<file path="config.mk">
export PLATFORM = sky130hd
export DESIGN_NAME = uart_transmitter_top
export DESIGN_NICKNAME = d
export VERILOG_FILES = /design/src/rtl/uart_transmitter_top.sv
export SDC_FILE = /design/constraint.sdc
export NUM_CORES = 1
export LEC_CHECK = 0
export ABC_AREA = 1
export CORE_ASPECT_RATIO = 1.25
export CORE_MARGIN = 4
export CORE_UTILIZATION = 39
export CTS_CLUSTER_SIZE = 40
export DETAILED_ROUTE_END_ITERATION = 8
export DONT_BUFFER_PORTS = 1
export PLACE_DENSITY = 0.56
export SLEW_MARGIN = 15
export SYNTH_ARGS = -nofsm -noshare
export SYNTH_HDL_FRONTEND = slang
export SYNTH_SLANG_ARGS = --single-unit
</file>
<file path="constraint.sdc">
create_clock -name pclk -period 4.3 [get_ports pclk]
set_input_delay 0 -clock pclk [delete_from_list [all_inputs] [get_ports pclk]]
set_output_delay 0 -clock pclk [all_outputs]
set_load 0.05 [all_outputs]
</file>
<file path="src/rtl/uart_transmitter_top.sv">
// UART transmitter: THR -> TSR serialiser, 5-8 data bits, parity, 1/1.5/2 stop bits.
// Optional break support is compiled in with `define UART_TX_BREAK_EN.
module uart_transmitter_top #(
    parameter int OVERSAMPLE = 16
) (
    input  logic       pclk,
    input  logic       presetn,
    input  logic       uttrst,
    input  logic       baud_edge,
    input  logic [7:0] thr_data,
    input  logic       thr_valid,
    input  logic [1:0] wls,
    input  logic       pen,
    input  logic       eps,
    input  logic       sp,
    input  logic       stb,
    input  logic       bc,
    input  logic       loop,
    output logic       uart_txd,
    output logic       loop_txd,
    output logic       tx_load_en,
    output logic       tsr_empty
);

    localparam int CW = $clog2(2 * OVERSAMPLE);

    typedef enum logic [2:0] {
        IDLE,
        START,
        DATA,
        PARITY,
        STOP
    } state_e;

    state_e        state_q, state_d;
    logic [CW-1:0] tick_q, tick_d;
    logic [2:0]    bit_q, bit_d;
    logic [7:0]    tsr_q, tsr_d;
    logic [1:0]    wls_q, wls_d;
    logic          pen_q, pen_d;
    logic          stb_q, stb_d;
    logic          par_q, par_d;
    logic          txd_q, txd_d;
    logic          ltxd_q, ltxd_d;

    logic [CW-1:0] lim;
    logic          bit_end;
    logic          load;
    logic [7:0]    mask;
    logic          par_calc;
    logic          ser;

    always_comb begin
        mask = 8'hFF;
        unique case (wls)
            2'b00:   mask = 8'h1F;
            2'b01:   mask = 8'h3F;
            2'b10:   mask = 8'h7F;
            default: mask = 8'hFF;
        endcase
    end

    // Parity is resolved at load time from the live line-control inputs
    assign par_calc = sp  ? ~eps :
                      eps ? ^(thr_data & mask) : ~^(thr_data & mask);

    always_comb begin
        lim = CW'(OVERSAMPLE - 1);
        if (state_q == STOP && stb_q) begin
            if (wls_q == 2'b00) lim = CW'(OVERSAMPLE * 3 / 2 - 1);
            else                lim = CW'(2 * OVERSAMPLE - 1);
        end
    end

    assign bit_end = baud_edge && (tick_q == lim);

    always_comb begin
        state_d = state_q;
        tick_d  = tick_q;
        bit_d   = bit_q;
        tsr_d   = tsr_q;
        wls_d   = wls_q;
        pen_d   = pen_q;
        stb_d   = stb_q;
        par_d   = par_q;
        load    = 1'b0;

        if (state_q != IDLE && baud_edge) begin
            tick_d = bit_end ? '0 : tick_q + CW'(1);
        end

        unique case (state_q)
            IDLE: begin
                tick_d = '0;
                if (thr_valid) load = 1'b1;
            end
            START: begin
                if (bit_end) begin
                    state_d = DATA;
                    bit_d   = 3'd0;
                end
            end
            DATA: begin
                if (bit_end) begin
                    tsr_d = {1'b0, tsr_q[7:1]};
                    if (bit_q == {1'b1, wls_q}) begin
                        state_d = pen_q ? PARITY : STOP;
                    end else begin
                        bit_d = bit_q + 3'd1;
                    end
                end
            end
            PARITY: begin
                if (bit_end) state_d = STOP;
            end
            STOP: begin
                if (bit_end) begin
                    if (thr_valid) load = 1'b1;
                    else           state_d = IDLE;
                end
            end
            default: state_d = IDLE;
        endcase

        if (load) begin
            state_d = START;
            tick_d  = '0;
            bit_d   = 3'd0;
            tsr_d   = thr_data;
            wls_d   = wls;
            pen_d   = pen;
            stb_d   = stb;
            par_d   = par_calc;
        end
    end

    // Line level follows the next state so the start bit appears right after the load edge
    always_comb begin
        ser = 1'b1;
        unique case (state_d)
            START:   ser = 1'b0;
            DATA:    ser = tsr_d[0];
            PARITY:  ser = par_d;
            default: ser = 1'b1;
        endcase
    end

`ifdef UART_TX_BREAK_EN
    always_comb begin
        txd_d  = loop ? 1'b1 : (bc ? 1'b0 : ser);
        ltxd_d = (loop && bc) ? 1'b0 : ser;
    end
`else
    logic unused_bc;
    assign unused_bc = bc;

    always_comb begin
        txd_d  = loop ? 1'b1 : ser;
        ltxd_d = ser;
    end
`endif

    always_ff @(posedge pclk or negedge presetn) begin
        if (!presetn) begin
            state_q <= IDLE;
            tick_q  <= '0;
            bit_q   <= 3'd0;
            tsr_q   <= 8'h00;
            wls_q   <= 2'b00;
            pen_q   <= 1'b0;
            stb_q   <= 1'b0;
            par_q   <= 1'b0;
            txd_q   <= 1'b1;
            ltxd_q  <= 1'b1;
        end else if (uttrst) begin
            state_q <= IDLE;
            tick_q  <= '0;
            bit_q   <= 3'd0;
            tsr_q   <= 8'h00;
            wls_q   <= 2'b00;
            pen_q   <= 1'b0;
            stb_q   <= 1'b0;
            par_q   <= 1'b0;
            txd_q   <= 1'b1;
            ltxd_q  <= 1'b1;
        end else begin
            state_q <= state_d;
            tick_q  <= tick_d;
            bit_q   <= bit_d;
            tsr_q   <= tsr_d;
            wls_q   <= wls_d;
            pen_q   <= pen_d;
            stb_q   <= stb_d;
            par_q   <= par_d;
            txd_q   <= txd_d;
            ltxd_q  <= ltxd_d;
        end
    end

    assign tx_load_en = load && !uttrst;
    assign tsr_empty  = (state_q == IDLE) && !tx_load_en;
    assign uart_txd   = txd_q;
    assign loop_txd   = ltxd_q;

endmodule
</file>
==> impl_metrics.env <==
export IMPL_gp_congestion=0.7208
export IMPL_setup_viol=0
export IMPL_yosysWarnings=0
export IMPL_cts_tree="yes"
export IMPL_core_area_um2=4099
export IMPL_dp_hpwl_um=2643
export IMPL_fp_dieArea_um2=5339
export IMPL_cts_buffers_inserted=3
export IMPL_insertion_delay_ns=0.28
export IMPL_firstDrtPassIters=5
export IMPL_drtAntennaViolNets=0
export IMPL_synth_top_cell_by_area="dfrtp_1"
export IMPL_power_density_nw_per_um2=284.9
export IMPL_end_kind="primary output"
export IMPL_skew_ns=0.009193
export IMPL_overflow=0
export IMPL_initial_core_util_pct=40.23
export IMPL_place_area_um2=1703
export IMPL_synth_area_leaders="dfrtp_1, nand2_1, inv_1"
export IMPL_fin_hold_ws_ns=0.03242
export IMPL_tns_ns=0
export IMPL_wl_um=3527
export IMPL_num_rows=26
export IMPL_vias=1472
export IMPL_grt_max_degree=27
export IMPL_total_power_mw=0.5597
export IMPL_fmax_ghz=0.3920
export IMPL_synth_top_cell_area_share_pct=36.42
export IMPL_synth_area_um2=1649
export IMPL_final_area_um2=1964
export IMPL_numPortBuffers=0
export IMPL_fillers=427
export IMPL_io_pins=25
export IMPL_rsz0062_at_grt="no"
export IMPL_drc=0
export IMPL_synth_cell_types=25
export IMPL_yosys_top_cells_count="nand2_1, inv_1, nor2_1"
export IMPL_grt_pass1_wl_um=6154
export IMPL_drv_cap=0
export IMPL_p_leak_nw=0.9973
export IMPL_netlist_instances=233
export IMPL_cp_max_fo=11
export IMPL_yosysSeqAreaShare_pct=39.61
export IMPL_clockBufferDepth=2
export IMPL_cts_num_sinks=26
export IMPL_grt_pass1_vias=1427
export IMPL_dr_first_iter_drc_count=69
export IMPL_fin_crit_ns=2.551
export IMPL_crit_type="flop to primary output"
export IMPL_chipWidth_um=66.16
export IMPL_hold_viol_final=0
export IMPL_synth_edf_count=0
export IMPL_die_h_um=80.70
export IMPL_num_antenna_cells=0
export IMPL_antenna_found_initial=0
export IMPL_slew_headroom_pct=60.66
export IMPL_worstPathArrival_ns=2.55
export IMPL_synthFlopType="dfrtp_1"
export IMPL_startpoint_type="flop"
export IMPL_synth_nets=256
export IMPL_clkSlewWorstSetupHoldPaths_ns=0.08
export IMPL_syn_area_per_cell_um2=7.078
export IMPL_status="finished, final reports clean"
export IMPL_cts_resized=0
export IMPL_synthArstFlopShare_pct=100.0
export IMPL_area_growth_pct=19.12
export IMPL_synth_most_common_cell="nand2_1"
export IMPL_final_max_slew_violation_count=0
export IMPL_root_buffer="clkbuf_8"
export IMPL_critical_path_required_ns=4.30
export IMPL_cts_hold_buffers=18
export IMPL_vias_per_cell=4.764
export IMPL_drive_gt1_share_pct=9.881
export IMPL_grt_usage_pct=14.72
export IMPL_period_share_pct=59.33
export IMPL_hold_class="primary input to flop"
export IMPL_vdd_drop_max_mv=0.1069
export IMPL_ys_ff_latch=26
export IMPL_cts_setup_buffers=0
export IMPL_worst_pin_slew_ns=0.5887
export IMPL_routedWlPerCell_um=11.41
export IMPL_final_nets=277
export IMPL_htree_levels=1
## cells in the final DEF, fill, tap and decap left out
| master | count |
|---|---|
| nand2_1 | 69 |
| inv_1 | 33 |
| nor2_1 | 25 |
| dfrtp_1 | 24 |
| a21oi_1 | 17 |
| dlygate4sd3_1 | 17 |
| nand3_1 | 11 |
| o21ai_0 | 9 |
| nand4_1 | 6 |
| inv_2 | 4 |
| nand2_4 | 4 |
| nor2_4 | 3 |
| nor2_2 | 3 |
| nand3b_1 | 3 |
| xor2_1 | 3 |
| a22o_1 | 3 |
| clkbuf_8 | 3 |
| nor3_1 | 2 |
| nand3_2 | 2 |
| nand2_2 | 2 |
| o22ai_1 | 2 |
| ha_1 | 2 |
| dfstp_2 | 2 |
| xnor2_1 | 1 |
| clkinv_1 | 1 |
| bufinv_16 | 1 |
| buf_12 | 1 |
## worst max-delay path: stages, from the launching register on
cell and delay (ns):
dfrtp_1 0.39, ha_1 0.18, nand2_1 0.06, nor2_2 0.13, nand2_1 0.11, nor2_4 0.16, nand2_4 0.12, nand2_4 0.08
nand2_4 0.09, nor2_4 0.47, inv_1 0.20, nand2_1 0.10, inv_1 0.21
## layer usage
layer  track usage, %  part of all wire [%]
met3            1.958                   2.8
met2            25.72                    49
met5                0                     0
met1            18.20                    47
met4            5.488                   1.6
## sequential cells by signal, indices dropped and copies added, names as in the netlist
signal / flops
stb_q: 1
bit_q: 3
par_q: 1
pen_q: 1
tick_q: 5
loop_txd: 1
state_q: 3
uart_txd: 1
wls_q: 2
tsr_q: 8
## layout make-up
cell class,instances,area (µm²),share of cell area (%)
Clock inverter,1,30.03,1.529
Sequential cell,26,653.1,33.25
Tap cell,56,70.07,3.567
Multi-Input combinational cell,167,837.1,42.61
Timing Repair Buffer,18,190.2,9.682
Clock buffer,3,41.29,2.102
Inverter,38,142.6,7.261
## logic make-up after synthesis
group,synth area share (%)
AND/OR/NAND/NOR,36.87
buffers and inverters,9.635
AO/OA/AOI/OAI,10.24
flip-flops,39.61
XOR/XNOR,2.125
adder cells (fa/ha/maj),1.517
## stage by stage
step	worst slack (ns)	util, %	std cells
detailed placement	2.021	41.54	287
floorplan	2.633	-	233
global route	1.567	47.92	309
finish	1.749	47.92	309
global placement	2.021	41.54	287
CTS	1.712	47.92	309
## report_power, final
part	total, mW	switching, mW	internal (mW)
Combinational	0.0871	0.0529	0.0342
Clock	0.203	0.0780	0.125
Sequential	0.270	0.0121	0.258
## path summary, 6_finish.rpt
kind,cells after the start,slack (ns),startpoint,end
setup / recovery,12,1.75,tick_q[0]$_DFFE_PN0P_,tsr_empty
setup reg to reg,10,2.05,tick_q[0]$_DFFE_PN0P_,par_q$_DFF_PN0_
max in group asynchronous,2,3.91,presetn,loop_txd$_DFF_PN1_
min in group asynchronous,2,0.15,presetn,wls_q[1]$_DFFE_PN0P_
hold / removal,5,0.03,eps,loop_txd$_DFF_PN1_
hold reg to reg,1,0.51,tsr_q[7]$_DFFE_PN0P_,tsr_q[7]$_DFFE_PN0P_
(Power assumes the default switching activity.)
